`config.mk`:
```
export PLATFORM = sky130hd
export DESIGN_NAME = multi_cycle_ctrl
export DESIGN_NICKNAME = d
export VERILOG_FILES = /design/src/rtl/multi_cycle_ctrl.sv
export SDC_FILE = /design/constraint.sdc
export NUM_CORES = 1
export LEC_CHECK = 0
export BUFFER_PORTS_ARGS = -buffer_cell sky130_fd_sc_hd__buf_2
export CAP_MARGIN = 20
export CELL_PAD_IN_SITES_DETAIL_PLACEMENT = 1
export CELL_PAD_IN_SITES_GLOBAL_PLACEMENT = 1
export CORE_AREA = 8 8 88 90
export DETAILED_ROUTE_END_ITERATION = 16
export DIE_AREA = 0 0 96 98
export PLACE_DENSITY = 0.88
export REMOVE_ABC_BUFFERS = 1
export SLEW_MARGIN = 20
export SYNTH_ARGS = -nofsm -noshare
export SYNTH_HDL_FRONTEND = slang
export SYNTH_SLANG_ARGS = --single-unit
export TNS_END_PERCENT = 100
```
`constraint.sdc`:
```
create_clock -name clk -period 5.2 [get_ports clk]
set_input_delay 1.04 -clock clk [delete_from_list [all_inputs] [get_ports clk]]
set_output_delay 1.04 -clock clk [all_outputs]
set_load 0.02 [all_outputs]
```
`src/rtl/multi_cycle_ctrl.sv`:
```
`timescale 1ns/1ps
// Multi-cycle MIPS-subset control FSM: sequences FETCH/DECODE/EXEC/MEM/WB and
// drives datapath enables/selects, plus a retire pulse and a retired-instruction count.
//
// state  | meaning
// FETCH  | load instruction register
// DECODE | classify; j/jr/illegal finish here
// EXEC   | ALU operation; beq finishes here
// MEM    | data-memory access, stalls on mem_ready=0; sw finishes here
// WB     | register-file write
module multi_cycle_ctrl (
  input  logic        clk,
  input  logic        reset,
  input  logic [5:0]  opcode,
  input  logic [5:0]  func,
  input  logic [1:0]  zero,
  input  logic        mem_ready,
  output logic        ir_en,
  output logic        pc_en,
  output logic [2:0]  NPCop,
  output logic        reg_write,
  output logic [2:0]  reg_dst,
  output logic [2:0]  which_to_reg,
  output logic [1:0]  ALU_src,
  output logic [4:0]  ALU_op,
  output logic        sign,
  output logic        mem_write,
  output logic [1:0]  LS_op,
  output logic [2:0]  state,
  output logic        retire,
  output logic        illegal,
  output logic [31:0] retired_cnt
);

  typedef enum logic [2:0] {
    FETCH  = 3'd0,
    DECODE = 3'd1,
    EXEC   = 3'd2,
    MEM    = 3'd3,
    WB     = 3'd4
  } state_t;

  state_t state_q, state_d;
  logic [31:0] cnt_q;

  logic is_rtype, is_addu, is_subu, is_jr, is_ori, is_lui;
  logic is_lw, is_sw, is_beq, is_j, is_jal, is_legal;

  logic       ir_c, fin_c, rw_c, mw_c, ill_c, alu_phase;
  logic [2:0] npc_c, dst_c, wtr_c;
  logic [1:0] alu_src_c;
  logic [4:0] alu_op_c;
  logic       sign_c;
  logic       unused_zero_hi;

  assign unused_zero_hi = zero[1];

  assign is_rtype = (opcode == 6'b000000);
  assign is_addu  = is_rtype && (func == 6'b100001);
  assign is_subu  = is_rtype && (func == 6'b100011);
  assign is_jr    = is_rtype && (func == 6'b001000);
  assign is_ori   = (opcode == 6'b001101);
  assign is_lui   = (opcode == 6'b001111);
  assign is_lw    = (opcode == 6'b100011);
  assign is_sw    = (opcode == 6'b101011);
  assign is_beq   = (opcode == 6'b000100);
  assign is_j     = (opcode == 6'b000010);
  assign is_jal   = (opcode == 6'b000011);
  assign is_legal = is_addu | is_subu | is_jr | is_ori | is_lui | is_lw |
                    is_sw | is_beq | is_j | is_jal;

  always_ff @(posedge clk) begin
    if (reset) begin
      state_q <= FETCH;
      cnt_q   <= 32'd0;
    end else begin
      state_q <= state_d;
      if (retire) cnt_q <= cnt_q + 32'd1;
    end
  end

  always_comb begin
    state_d   = FETCH;
    ir_c      = 1'b0;
    fin_c     = 1'b0;
    rw_c      = 1'b0;
    mw_c      = 1'b0;
    ill_c     = 1'b0;
    alu_phase = 1'b0;
    npc_c     = 3'd0;
    dst_c     = 3'd0;
    wtr_c     = 3'd0;
    case (state_q)
      FETCH: begin
        ir_c    = 1'b1;
        state_d = DECODE;
      end
      DECODE: begin
        if (!is_legal) begin
          ill_c = 1'b1;
          fin_c = 1'b1;
        end else if (is_j) begin
          fin_c = 1'b1;
          npc_c = 3'd2;
        end else if (is_jr) begin
          fin_c = 1'b1;
          npc_c = 3'd3;
        end else if (is_jal) begin
          state_d = WB;
        end else begin
          state_d = EXEC;
        end
      end
      EXEC: begin
        alu_phase = 1'b1;
        if (is_lw || is_sw) begin
          state_d = MEM;
        end else if (is_beq) begin
          fin_c = 1'b1;
          npc_c = zero[0] ? 3'd1 : 3'd0;
        end else begin
          state_d = WB;
        end
      end
      MEM: begin
        alu_phase = 1'b1;
        if (!mem_ready) begin
          state_d = MEM;
        end else if (is_lw) begin
          state_d = WB;
        end else if (is_sw) begin
          mw_c  = 1'b1;
          fin_c = 1'b1;
        end
      end
      WB: begin
        alu_phase = 1'b1;
        rw_c      = 1'b1;
        fin_c     = 1'b1;
        if (is_jal) begin
          dst_c = 3'd2;
          wtr_c = 3'd2;
          npc_c = 3'd2;
        end else if (is_lw) begin
          dst_c = 3'd1;
          wtr_c = 3'd1;
        end else if (is_ori || is_lui) begin
          dst_c = 3'd1;
        end
      end
      default: state_d = FETCH;
    endcase
  end

  // ALU controls are a pure function of the opcode, so they stay put across a MEM stall.
  always_comb begin
    alu_src_c = 2'd0;
    alu_op_c  = 5'd0;
    sign_c    = 1'b0;
    if (alu_phase) begin
      if (is_subu || is_beq) begin
        alu_op_c = 5'd1;
      end else if (is_ori) begin
        alu_src_c = 2'd1;
        alu_op_c  = 5'd2;
      end else if (is_lui) begin
        alu_src_c = 2'd1;
        alu_op_c  = 5'd3;
      end else if (is_lw || is_sw) begin
        alu_src_c = 2'd1;
        sign_c    = 1'b1;
      end
    end
  end

  // Enables are masked by reset so an abandoned instruction commits nothing.
  assign ir_en        = ir_c  & ~reset;
  assign pc_en        = fin_c & ~reset;
  assign retire       = fin_c & ~reset;
  assign reg_write    = rw_c  & ~reset;
  assign mem_write    = mw_c  & ~reset;
  assign illegal      = ill_c & ~reset;
  assign NPCop        = npc_c;
  assign reg_dst      = dst_c;
  assign which_to_reg = wtr_c;
  assign ALU_src      = alu_src_c;
  assign ALU_op       = alu_op_c;
  assign sign         = sign_c;
  assign LS_op        = 2'd0;
  assign state        = state_q;
  assign retired_cnt  = cnt_q;

endmodule

```
# Word level (Yosys, flattened, before mapping)
# Index checks and enable logic that the tools add are counted.
[word_totals] register_bits=35
[op_classes] addsub=1 n_eq_ne=14 mux=53 bitwise_logic=15 n_reduce_logical=9
[ops] op="$add A32 B1 Y32 const B" count=1
[ops] op="$mux W1" count=30
[ops] op="$eq A6 B6 Y1 const B" count=4
[ops] op="$mux W2" count=12
[ops] op="$mux W3" count=8
[ops] op="$eq A6 B4 Y1 const B" count=3
[ops] op="$eq A6 B2 Y1 const B" count=2
[ops] op="$pmux W3 S4" count=1
[ops] op="$or A1 B1 Y1" count=9
[ops] op="$eq A3 B2 Y1 const B" count=2
[ops] op="$eq A6 B3 Y1 const B" count=1
[ops] op="$logic_not A6 Y1" count=1
[ops] op="$pmux W2 S3" count=1
[ops] op="$and A1 B1 Y1" count=5
[ops] op="$pmux W1 S4" count=1
[ops] op="$eq A3 B1 Y1 const B" count=1
[ops] op="$eq A3 B3 Y1 const B" count=1
[ops] op="$logic_and A1 B1 Y1" count=3
[ops] op="$logic_not A3 Y1" count=1
[ops] op="$logic_or A1 B1 Y1" count=3
[ops] op="$reduce_or A3 Y1" count=1
[ops] op="$not A1 Y1" count=1

# Depth between registers and ports, before layout
# Gate-level depths: netlist of run 1.
[depth] depth_word=14 ltp_mapped=9 ltp_nobuf=6

# Worst setup path before layout of run 1
# OpenSTA, ideal clock, no wires.
[synth_path] path_kind="input port to output port" from="input opcode[3]" to="output retire" arrival_time_ns=2.796 path_slack_ns=1.364 path_stages=8 path_buffers=3 cell_sequence="buf_2 -> nor4_2 -> nand2_1 -> a21oi_1 -> nor3_2 -> buf_2 -> a21oi_1 -> buf_4"
[synth_between] elab_chain_cells=14 word_cells_on_any_way=31 classes_between="eq/ne: 7; mux: 9; bitwise: 10; reduce/logical: 5"
[synth_lines] element="start: declaration" line_no="14" source="input logic [5:0] opcode,"
[synth_lines] element="$logic_not A6 Y1" line_no="58" source="assign is_rtype = (opcode == 6'b000000);"
[synth_lines] element="$logic_and A1 B1 Y1 (on tied branches)" line_no="59, 60"
[synth_lines] element="$or A1 B1 Y1 (6 in a row)" line_no="69" source="assign is_legal = is_addu | is_subu | is_jr | is_ori | is_lui | is_lw |"
[synth_lines] element="$or A1 B1 Y1 (3 in a row)" line_no="70" source="is_sw | is_beq | is_j | is_jal;"
[synth_lines] element="$mux W1" line_no="99" source="if (!is_legal) begin"
[synth_lines] element="$pmux W1 S4 *" line_no="93" source="case (state_q)"
[synth_lines] element="$and A1 B1 Y1 *"
[synth_lines] element="end: declaration" line_no="30" source="output logic retire,"
# Mark *: on every way between the ends. The rest lies on a longest branch, timed or not.

# Worst setup path in the final report of run 1
[layout_path] from="input opcode[3]" to="output pc_en"
[layout_between] elab_chain_cells=14 word_cells_on_any_way=31 classes_between="eq/ne: 7; mux: 9; bitwise: 10; reduce/logical: 5"
[layout_lines] element="$logic_not A6 Y1" line_no="58"
[layout_lines] element="$logic_and A1 B1 Y1 (on tied branches)" line_no="59, 60"
[layout_lines] element="$or A1 B1 Y1 (6 in a row)" line_no="69"
[layout_lines] element="$or A1 B1 Y1 (3 in a row)" line_no="70"
[layout_lines] element="$mux W1" line_no="99"
[layout_lines] element="$pmux W1 S4 *" line_no="93"
[layout_lines] element="$and A1 B1 Y1 *" line_no="178" source="assign pc_en = fin_c & ~reset;"
[layout_lines] element="end: declaration" line_no="19" source="output logic pc_en,"
# Marked as above.

==> reports/qor.csv, run 1 <==
metric,value,unit
dpl.cell_count,446,
drt_wl_total,7490,µm
status,finished clean,
max_stage_delay,0.50,ns
min_path_type,reg -> reg,
final_area,0.00289,mm²
numCtsBuffers,5,
fmax,0.252,GHz
synthTopCellsByCount,"nor2_1 (41), a21oi_1 (35), dfxtp_1 (35), nor2b_1 (32), mux2_2 (24)",
overflow,0,
min_period_over_period,76.3,%
drive_above_1_share,28.6,%
worst_setup_path_start_kind,input port,
fin_cells,454,
grt_pass1_vias,2538,
post_cts_buffers,0,
clock_path_buffers,2,
io_pins,77,
cts-hold-fix-buffers,0,
regToRegEndpoint,retired_cnt[30]$_SDFFE_PP0P_,
slew_viol_final,0,
synth_edf_count,0,
n_antenna_cell,0,
rows,30,
slowest_stage,nor4_2,
die_h,98,µm
initial_utilization,38.4,%
n_fill_cell,845,
synthArstFlopShare,0,%
worstSetupPathType,in -> out,
path_clk_slew,0.07,ns
post_synth_num_cell_types,45,
path_buf_inv,3,
path_delay_family,simple AND/OR/NAND/NOR gates,
routedWlPerCell,16.5,µm
rr_worst_depth,7,
period_minus_slack,3.97,ns
grt_max_degree,37,
rsz0062_at_grt,false,
r2r-start,state[0]$_SDFF_PP0_,
worstPathArrival,2.93,ns
timing.slew.headroom,52.4,%
whs_path_depth,2,
drt_iter0_drc,152,
synth.avg_cell_area,7.67,µm²
crit_required,4.16,ns
ant_nets,0,
drc,0,
fin_tns_setup,0,ns
yosysSeqAreaShare,28.1,%
yosys_most_used_dff,dfxtp_1,
r2r_slack,2.66,ns
avgViaCountPerCell,5.52,
die_w,96,µm
synth-seq-cells,35,
yosysTopAreaCell,dfxtp_1,
vias,2505,
ys_top_cells_by_area,"dfxtp_1 (28%), mux2_2 (11%), nor2b_1 (8.0%)",
ir_drop,0.110,mV
first_pass_iters,4,
min_from,retired_cnt[1]$_SDFFE_PP0P_,
nNetsFinal,391,
coreArea,0.00649,mm²
cts_resized,0,
die_area,0.00941,mm²
grt_pass1_wl,12200,µm
syn_to_final_growth,15.9,%
synth_most_common_cell,nor2_1,
synth_top_area_share,28.1,%
worstSkewPairLatency,0.29,ns
hold_path_end,retired_cnt[1]$_SDFFE_PP0P_,
antenna_found_initial,0,
root_buffer,clkbuf_8,
dpl_cell_area,0.00279,mm²
hpwl,5490,µm
synth_cells,325,
crit_chain,buf_2 > nor4_2 > nand2_1 > a21oi_1 > nor3_4 > buf_4 > a21oi_1 > buf_2,
crit_path_start,opcode[3],
cts_sinks,35,
cts_tree,built,
power.density,195,mW/mm²
htree_levels,2,
p_leak,1.31,nW
cp_max_fo,31,
finClkSkew,0.00623,ns
grt_usage,15.7,%
final-setup-viol-count,0,
endpoint_kind,output port,
tightest_slew,0.714,ns
portBuffers,66,
synth_warnings,0,
maxCapViolations,0,
gp_congestion,0.826,
syn_area,0.00249,mm²
hold_viol_final,0,
sequential cells by signal, indices dropped and copies added, names as in the netlist:
signal and cells:
retired_cnt 32, state 3
area by class of cell:
class	count	area, µm²	area share, %
inverter	3	11.3	0.390
multi-input combinational	259	1620	56.2
clock buffer	8	100	3.46
tap	80	100	3.46
timing repair buffer	69	353	12.2
sequential	35	701	24.3
worst min-delay path: cells and delay by family, from the launching register on:
kind               cells  cell delay [ns]
DFF                    1             0.33
AOI/OAI and AO/OA      1             0.05
and+or+nand+nor        1             0.07
report_power, final:
part	total [W]	internal (W)	switching, W
sequential	0.000274	0.000270	0.00000419
clock	0.000218	0.000121	0.0000970
combinational	0.0000714	0.0000205	0.0000509
cell usage in the layout, fill, tap and decap left out, types with 8 or more instances in the layout:
| cell type | n |
|---|---|
| nand4_1 | 17 |
| nor3_1 | 9 |
| nor2_1 | 41 |
| a21oi_1 | 35 |
| conb_1 | 9 |
| and2_1 | 8 |
| mux2_2 | 24 |
| nand3_1 | 12 |
| buf_2 | 66 |
| nor2b_1 | 32 |
| nand2_1 | 13 |
| dfxtp_1 | 35 |
worst max-delay path by stage:
stage / to / cells after the start
finish: pc_en / 8
global route: pc_en / 8
CTS: pc_en / 8
detailed placement: pc_en / 8
global placement: retire / 8
floorplan: pc_en / 5
kinds of logic (layout without fill, tap and decap cells):
kind of cell / after synthesis / in the layout / synth area share, %
mux: 31 / 31 / 13.9
fa+ha+maj: 1 / 1 / 0.502
simple gates: 168 / 168 / 37.9
other cells: 1 / 9 / 0.150
buf+inv: 39 / 80 / 8.23
flops: 35 / 35 / 28.1
compound gates: 50 / 50 / 11.1
through the flow:
| stage | power [W] | utilization [%] | hold slack [ns] | setup slack [ns] |
|---|---|---|---|---|
| 2_1_floorplan | 0.000317 | - | 0.559 | 1.29 |
| 3_3_place_gp | 0.000348 | 42.9 | 0.476 | 1.28 |
| 3_5_place_dp | 0.000351 | 42.9 | 0.491 | 1.22 |
| 4_1_cts | 0.000570 | 44.5 | 0.499 | 1.21 |
| 5_1_grt | 0.000588 | 44.5 | 0.518 | 1.04 |
| 6_report | 0.000564 | 44.5 | 0.493 | 1.23 |
per-layer routing:
layer	global-route usage, %	part of all wire (%)	vias to the layer above
met2	27.5	51	57
met5	0	0	-
met3	2.61	4.5	7
li1	-	-	1227
met4	4.02	0.99	0
met1	18.8	43	1214
No activity file was read; power rests on OpenSTA's default activity.
==> inputs of run 2 (changes only) <==
--- a/config.mk
+++ b/config.mk
@@ -9,10 +9,10 @@
 export CAP_MARGIN = 20
 export CELL_PAD_IN_SITES_DETAIL_PLACEMENT = 1
 export CELL_PAD_IN_SITES_GLOBAL_PLACEMENT = 1
-export CORE_AREA = 8 8 88 90
+export CORE_AREA = 8 8 92 94
 export DETAILED_ROUTE_END_ITERATION = 16
-export DIE_AREA = 0 0 96 98
-export PLACE_DENSITY = 0.88
+export DIE_AREA = 0 0 100 102
+export PLACE_DENSITY = 0.81
 export REMOVE_ABC_BUFFERS = 1
 export SLEW_MARGIN = 20
 export SYNTH_ARGS = -nofsm -noshare
==> constraint.sdc (replaced) <==
create_clock -name clk -period 4.03 [get_ports clk]
set_input_delay 0.806 -clock clk [delete_from_list [all_inputs] [get_ports clk]]
set_output_delay 0.806 -clock clk [all_outputs]
set_load 0.02 [all_outputs]
==> reports/qor.csv, run 2 (synthesized netlist as in run 1, its figures left out) <==
metric,value,unit,change
r2r-start,state[0]$_SDFF_PP0_,,unchanged
final_common_cell,buf_2,,unchanged
regToRegEndpoint,retired_cnt[30]$_SDFFE_PP0P_,,unchanged
p_total,0.000785,W,was 0.000564 W
whs_path_depth,2,,unchanged
power.internal,0.000576,W,was 0.000412 W
fmax,0.292,GHz,
power_frac_clock,43.2,%,was 38.7%
hold_viol_final,0,,unchanged
cts-hold-fix-buffers,0,,unchanged
grt_max_degree,39,,was 37
seq_area,701,µm²,unchanged
initial_utilization,35.3,%,was 38.4%
first_pass_iters,4,,unchanged
max_stage_delay,0.47,ns,was 0.50 ns
slowest_stage,or2_1,,was nor4_2
place_ws,0.610,ns,was 1.22 ns
grt_pass1_wl,12200,µm,about the same
cts_sinks,35,,unchanged
ant_nets,0,,unchanged
ir_drop,0.133,mV,was 0.110 mV
period_minus_slack,3.43,ns,
drt_wl_total,7640,µm,was 7490 µm
tightest_slew,0.706,ns,was 0.714 ns
final_cell_mix,"buf_2 (66), nor2_1 (41), a21oi_1 (35), dfxtp_1 (35), nor2b_1 (32)",,unchanged
fin_tns_setup,0,ns,unchanged
worstSetupPathType,in -> out,,unchanged
r2r_slack,1.44,ns,was 2.66 ns
worst_setup_path_start_kind,input port,,unchanged
clock_path_buffers,2,,unchanged
numCtsBuffers,5,,unchanged
n_antenna_cell,0,,unchanged
io_pins,77,,unchanged
dpl_cell_area,0.00282,mm²,was 0.00279 mm²
nNetsFinal,392,,was 391
finClkSkew,0.00741,ns,was 0.00623 ns
n_fill_cell,907,,was 845
drc,0,,unchanged
overflow,0,,unchanged
htree_levels,2,,unchanged
rsz0062_at_grt,false,,unchanged
post_cts_buffers,0,,unchanged
root_buffer,clkbuf_8,,unchanged
grt_pass1_vias,2589,,was 2538
antenna_found_initial,0,,unchanged
p_seq_share,45.1,%,was 48.7%
drt_iter0_drc,104,,was 152
avgViaCountPerCell,5.32,,was 5.52
worstPathArrival,2.62,ns,was 2.93 ns
multiInputGateArea,0.00162,mm²,unchanged
cts_tree,built,,unchanged
die_h,102,µm,was 98 µm
coreArea,0.00706,mm²,was 0.00649 mm²
path_buf_inv,2,,was 3
rows,31,,was 30
min_from,retired_cnt[1]$_SDFFE_PP0P_,,unchanged
largest_reg_flops,32,,unchanged
die_area,0.0102,mm²,was 0.00941 mm²
crit_chain,buf_2 > nor3b_1 > o21ai_0 > a21oi_1 > or2_1 > a21oi_1 > buf_2,,was buf_2 > nor4_2 > nand2_1 > a21oi_1 > nor3_4 > buf_4 > a21oi_1 > buf_2
hpwl,5590,µm,was 5490 µm
die_w,100,µm,was 96 µm
slew_viol_final,0,,unchanged
path_delay_family,simple AND/OR/NAND/NOR gates,,unchanged
grt_usage,14.7,%,was 15.7%
maxCapViolations,0,,unchanged
final_area,0.00294,mm²,was 0.00289 mm²
routedWlPerCell,16.1,µm,was 16.5 µm
gp_congestion,0.797,,was 0.826
min_period_over_period,85.0,%,
hold_path_end,retired_cnt[1]$_SDFFE_PP0P_,,unchanged
path_clk_slew,0.08,ns,was 0.07 ns
status,finished clean,,unchanged
endpoint_kind,output port,,unchanged
p_leak,1.32,nW,was 1.31 nW
drive_above_1_share,29.1,%,was 28.6%
crit_required,3.22,ns,was 4.16 ns
setup_ws,0.603,ns,was 1.23 ns
portBuffers,66,,unchanged
syn_to_final_growth,17.8,%,was 15.9%
power.density,267,mW/mm²,was 195 mW/mm²
power_switching_share,26.6,%,was 27.0%
final-setup-viol-count,0,,unchanged
cp_max_fo,12,,was 31
worstSkewPairLatency,0.30,ns,was 0.29 ns
combPwrFrac,11.8,%,was 12.7%
min_path_type,reg -> reg,,unchanged
power.switching,0.000209,W,was 0.000152 W
rr_worst_depth,7,,unchanged
timing.slew.headroom,52.9,%,was 52.4%
vias,2520,,was 2505
cts_resized,0,,unchanged
## run 2: cell types whose count changed in the layout (fill, tap and decap cells not counted)
cell / before / now
clkinv_2: 0 / 1
clkbuf_1: 1 / 0
clkbuf_8: 7 / 6
bufinv_16: 0 / 1
buf_4: 3 / 4
## run 2: worst max path at each step
stage | slack [ns] | depth (start not counted) | end | startpoint
3_5_place_dp | 0.61 | 7 | retire | opcode[0]
6_report | 0.60 | 7 | retire | opcode[2]
4_1_cts | 0.58 | 7 | retire | opcode[0]
2_1_floorplan | 0.59 | 5 | pc_en | opcode[1]
3_3_place_gp | 0.65 | 7 | retire | opcode[3]
5_1_grt | 0.40 | 7 | retire | opcode[0]
## run 2: worst register-to-register path, stage by stage, from the launching register on
cell	delay [ns]
dfxtp_1	0.56
nor3b_1	0.38
nand2_1	0.14
a21oi_1	0.35
nor3_4	0.08
buf_4	0.25
a211oi_1	0.34
mux2_2	0.37
## run 2: area by class of cell
type | instances | share of cell area, %
multi-input cells | 259 | 55.3
inverters | 3 | 0.383
clock buffers | 6 | 2.81
well taps | 99 | 4.22
clock inverters | 2 | 1.19
repair buffers | 70 | 12.3
flip-flops and latches | 35 | 23.9
## run 2: metrics by stage
| step | hold slack (ns) | instances | util [%] |
|---|---|---|---|
| after global placement | 0.485 | 466 | 40.0 |
| after CTS | 0.525 | 474 | 41.6 |
| after detailed placement | 0.512 | 466 | 40.0 |
| final | 0.508 | 474 | 41.6 |
| after floorplan | 0.559 | 297 | - |
| after global routing | 0.548 | 474 | 41.6 |
## run 2: power groups by stage
stage	clock, W	combinational, W	sequential [W]
finish	0.000339	0.0000925	0.000354
global route	0.000359	0.000102	0.000355
CTS	0.000346	0.0000928	0.000354
detailed placement	0	0.0000922	0.000362
global placement	0	0.0000892	0.000362
floorplan	0	0.0000452	0.000364
## run 2: layer usage
layer,wire (µm),vias to the layer above,track usage (%)
met4,180,0,6.74
met3,336,16,2.72
met1,3110,1234,16.2
met2,4010,47,26.7
li1,-,1223,-
met5,0,-,0
==> inputs of run 3 (changes only) <==
--- a/config.mk
+++ b/config.mk
@@ -13,6 +13,7 @@
 export DETAILED_ROUTE_END_ITERATION = 16
 export DIE_AREA = 0 0 100 102
 export PLACE_DENSITY = 0.81
+export RECOVER_POWER = 50
 export REMOVE_ABC_BUFFERS = 1
 export SLEW_MARGIN = 20
 export SYNTH_ARGS = -nofsm -noshare
==> reports/qor.csv, run 3 (synthesized netlist as in run 1, its figures left out) <==
metric,value,unit,change
violations,"max-capacitance violations, max-slew violations",,
post_cts_buffers,0,,unchanged
rsz0062_at_grt,false,,unchanged
max_stage_delay,0.47,ns,about the same
worst_setup_path_start_kind,input port,,unchanged
worstSetupPathType,in -> out,,unchanged
period_minus_slack,3.50,ns,was 3.43 ns
drt_iter0_drc,125,,was 104
cts_tree,built,,unchanged
busiest_layer,met2,,unchanged
htree_levels,2,,unchanged
final_util,40.8,%,was 41.6%
min_period_over_period,87.0,%,was 85.0%
cts_sinks,35,,unchanged
die_w,100,µm,unchanged
place_ws,0.610,ns,unchanged
coreArea,0.00706,mm²,unchanged
power.density,272,mW/mm²,was 267 mW/mm²
drc,0,,unchanged
grt_max_degree,39,,unchanged
rr_worst_depth,7,,unchanged
finClkSkew,0.00721,ns,was 0.00741 ns
path_delay_family,simple AND/OR/NAND/NOR gates,,unchanged
r2r_slack,1.44,ns,about the same
final_common_cell,nor2_1,,was buf_2
drt_wl_total,7680,µm,was 7640 µm
path_clk_slew,0.08,ns,about the same
fin_tns_setup,0,ns,unchanged
n_fill_cell,920,,was 907
rows,31,,unchanged
p_leak,1.15,nW,was 1.32 nW
final_area,0.00288,mm²,was 0.00294 mm²
endpoint_kind,output port,,unchanged
final-setup-viol-count,0,,unchanged
worstPathArrival,2.70,ns,was 2.62 ns
setup_ws,0.525,ns,was 0.603 ns
routedWlPerCell,16.2,µm,was 16.1 µm
crit_top_cell,a21oi_1,,
multiInputGateArea,0.00162,mm²,about the same
cp_max_fo,12,,unchanged
die_h,102,µm,unchanged
grt_use_met1,16.2,%,unchanged
ir_drop,0.134,mV,was 0.133 mV
gp_congestion,0.797,,unchanged
n_antenna_cell,0,,unchanged
cts-hold-fix-buffers,0,,unchanged
overflow,0,,unchanged
hold_path_end,retired_cnt[1]$_SDFFE_PP0P_,,unchanged
min_path_type,reg -> reg,,unchanged
avgViaCountPerCell,5.32,,about the same
crit_required,3.22,ns,about the same
portBuffers,66,,unchanged
r2r-start,state[0]$_SDFF_PP0_,,unchanged
whs_path_depth,2,,unchanged
antenna_found_initial,0,,unchanged
root_buffer,clkbuf_8,,unchanged
largest_reg_flops,32,,unchanged
crit_chain,clkbuf_1 > nor3b_1 > o21ai_0 > a21oi_1 > or2_1 > a21oi_1 > buf_2,,was buf_2 > nor3b_1 > o21ai_0 > a21oi_1 > or2_1 > a21oi_1 > buf_2
worstSkewPairLatency,0.30,ns,about the same
slowest_stage,or2_1,,unchanged
ant_nets,0,,unchanged
die_area,0.0102,mm²,unchanged
hold_viol_final,0,,unchanged
timing.slew.headroom,-13.7,%,was 52.9%
maxCapViolations,1,,was 0
min_from,retired_cnt[1]$_SDFFE_PP0P_,,unchanged
regToRegEndpoint,retired_cnt[30]$_SDFFE_PP0P_,,unchanged
nNetsFinal,392,,unchanged
grtUsageMet3,2.72,%,unchanged
grt_pass1_vias,2589,,unchanged
slew_viol_final,39,,was 0
cts_resized,0,,unchanged
seq_area,701,µm²,unchanged
final_cell_mix,"nor2_1 (41), clkbuf_1 (40), a21oi_1 (35), dfxtp_1 (35), nor2b_1 (32)",,"was buf_2 (66), nor2_1 (41), a21oi_1 (35), dfxtp_1 (35), nor2b_1 (32)"
hpwl,5590,µm,unchanged
grt_usage,14.7,%,unchanged
initial_utilization,35.3,%,unchanged
clock_path_buffers,2,,unchanged
grtUsageMet2,26.7,%,unchanged
io_pins,77,,unchanged
syn_to_final_growth,15.6,%,was 17.8%
dpl_cell_area,0.00282,mm²,unchanged
grt_pass1_wl,12200,µm,unchanged
path_buf_inv,2,,unchanged
status,"finished, violations left",,was finished clean
drive_above_1_share,18.1,%,was 29.1%
first_pass_iters,4,,unchanged
numCtsBuffers,5,,unchanged
vias,2524,,was 2520
crit_path_start,opcode[1],,was opcode[2]
fmax,0.285,GHz,was 0.292 GHz
tightest_slew,1.71,ns,was 0.706 ns
run 3: cell types whose count changed in the layout (fill, tap and decap cells not counted), sizes merged:
cell    before  now
clkbuf       6   46
buf         70   30
run 3: metal layers:
layer | vias to the layer above | wire [µm]
li1 | 1223 | -
met1 | 1234 | 3160
met2 | 53 | 4040
met3 | 14 | 336
met4 | 0 | 152
met5 | - | 0
run 3: how the worst max path moves through the flow:
| stage | end | slack, ns | cells past startpoint |
|---|---|---|---|
| final | retire | 0.53 | 7 |
| after global routing | retire | 0.31 | 7 |
| after CTS | retire | 0.58 | 7 |
| after detailed placement | retire | 0.61 | 7 |
| after global placement | retire | 0.65 | 7 |
| after floorplan | pc_en | 0.59 | 5 |
run 3: where the power goes:
part / leakage, nW / internal, W / switching (W)
combinational: 0.805 / 0.0000270 / 0.0000649
sequential: 0.282 / 0.000348 / 0.00000559
clock: 0.0612 / 0.000200 / 0.000138
run 3: layout make-up:
cell class,instances,share of cell area [%]
clock buffer,6,2.86
clock inverter,2,1.22
inverter,3,0.391
multi-input combinational,259,56.3
sequential,35,24.3
tap,99,4.30
timing repair buffer,70,10.7
run 3: stage by stage:
stage	power [W]	hold WS, ns	cells
final	0.000784	0.510	474
after global routing	0.000815	0.551	474
after CTS	0.000793	0.525	474
after detailed placement	0.000455	0.512	466
after global placement	0.000451	0.485	466
after floorplan	0.000410	0.559	297
run 3: worst min-delay path, stage by stage (launching register included):
cell and delay, ns:
dfxtp_1 0.34, nand3_1 0.07, a21oi_1 0.05
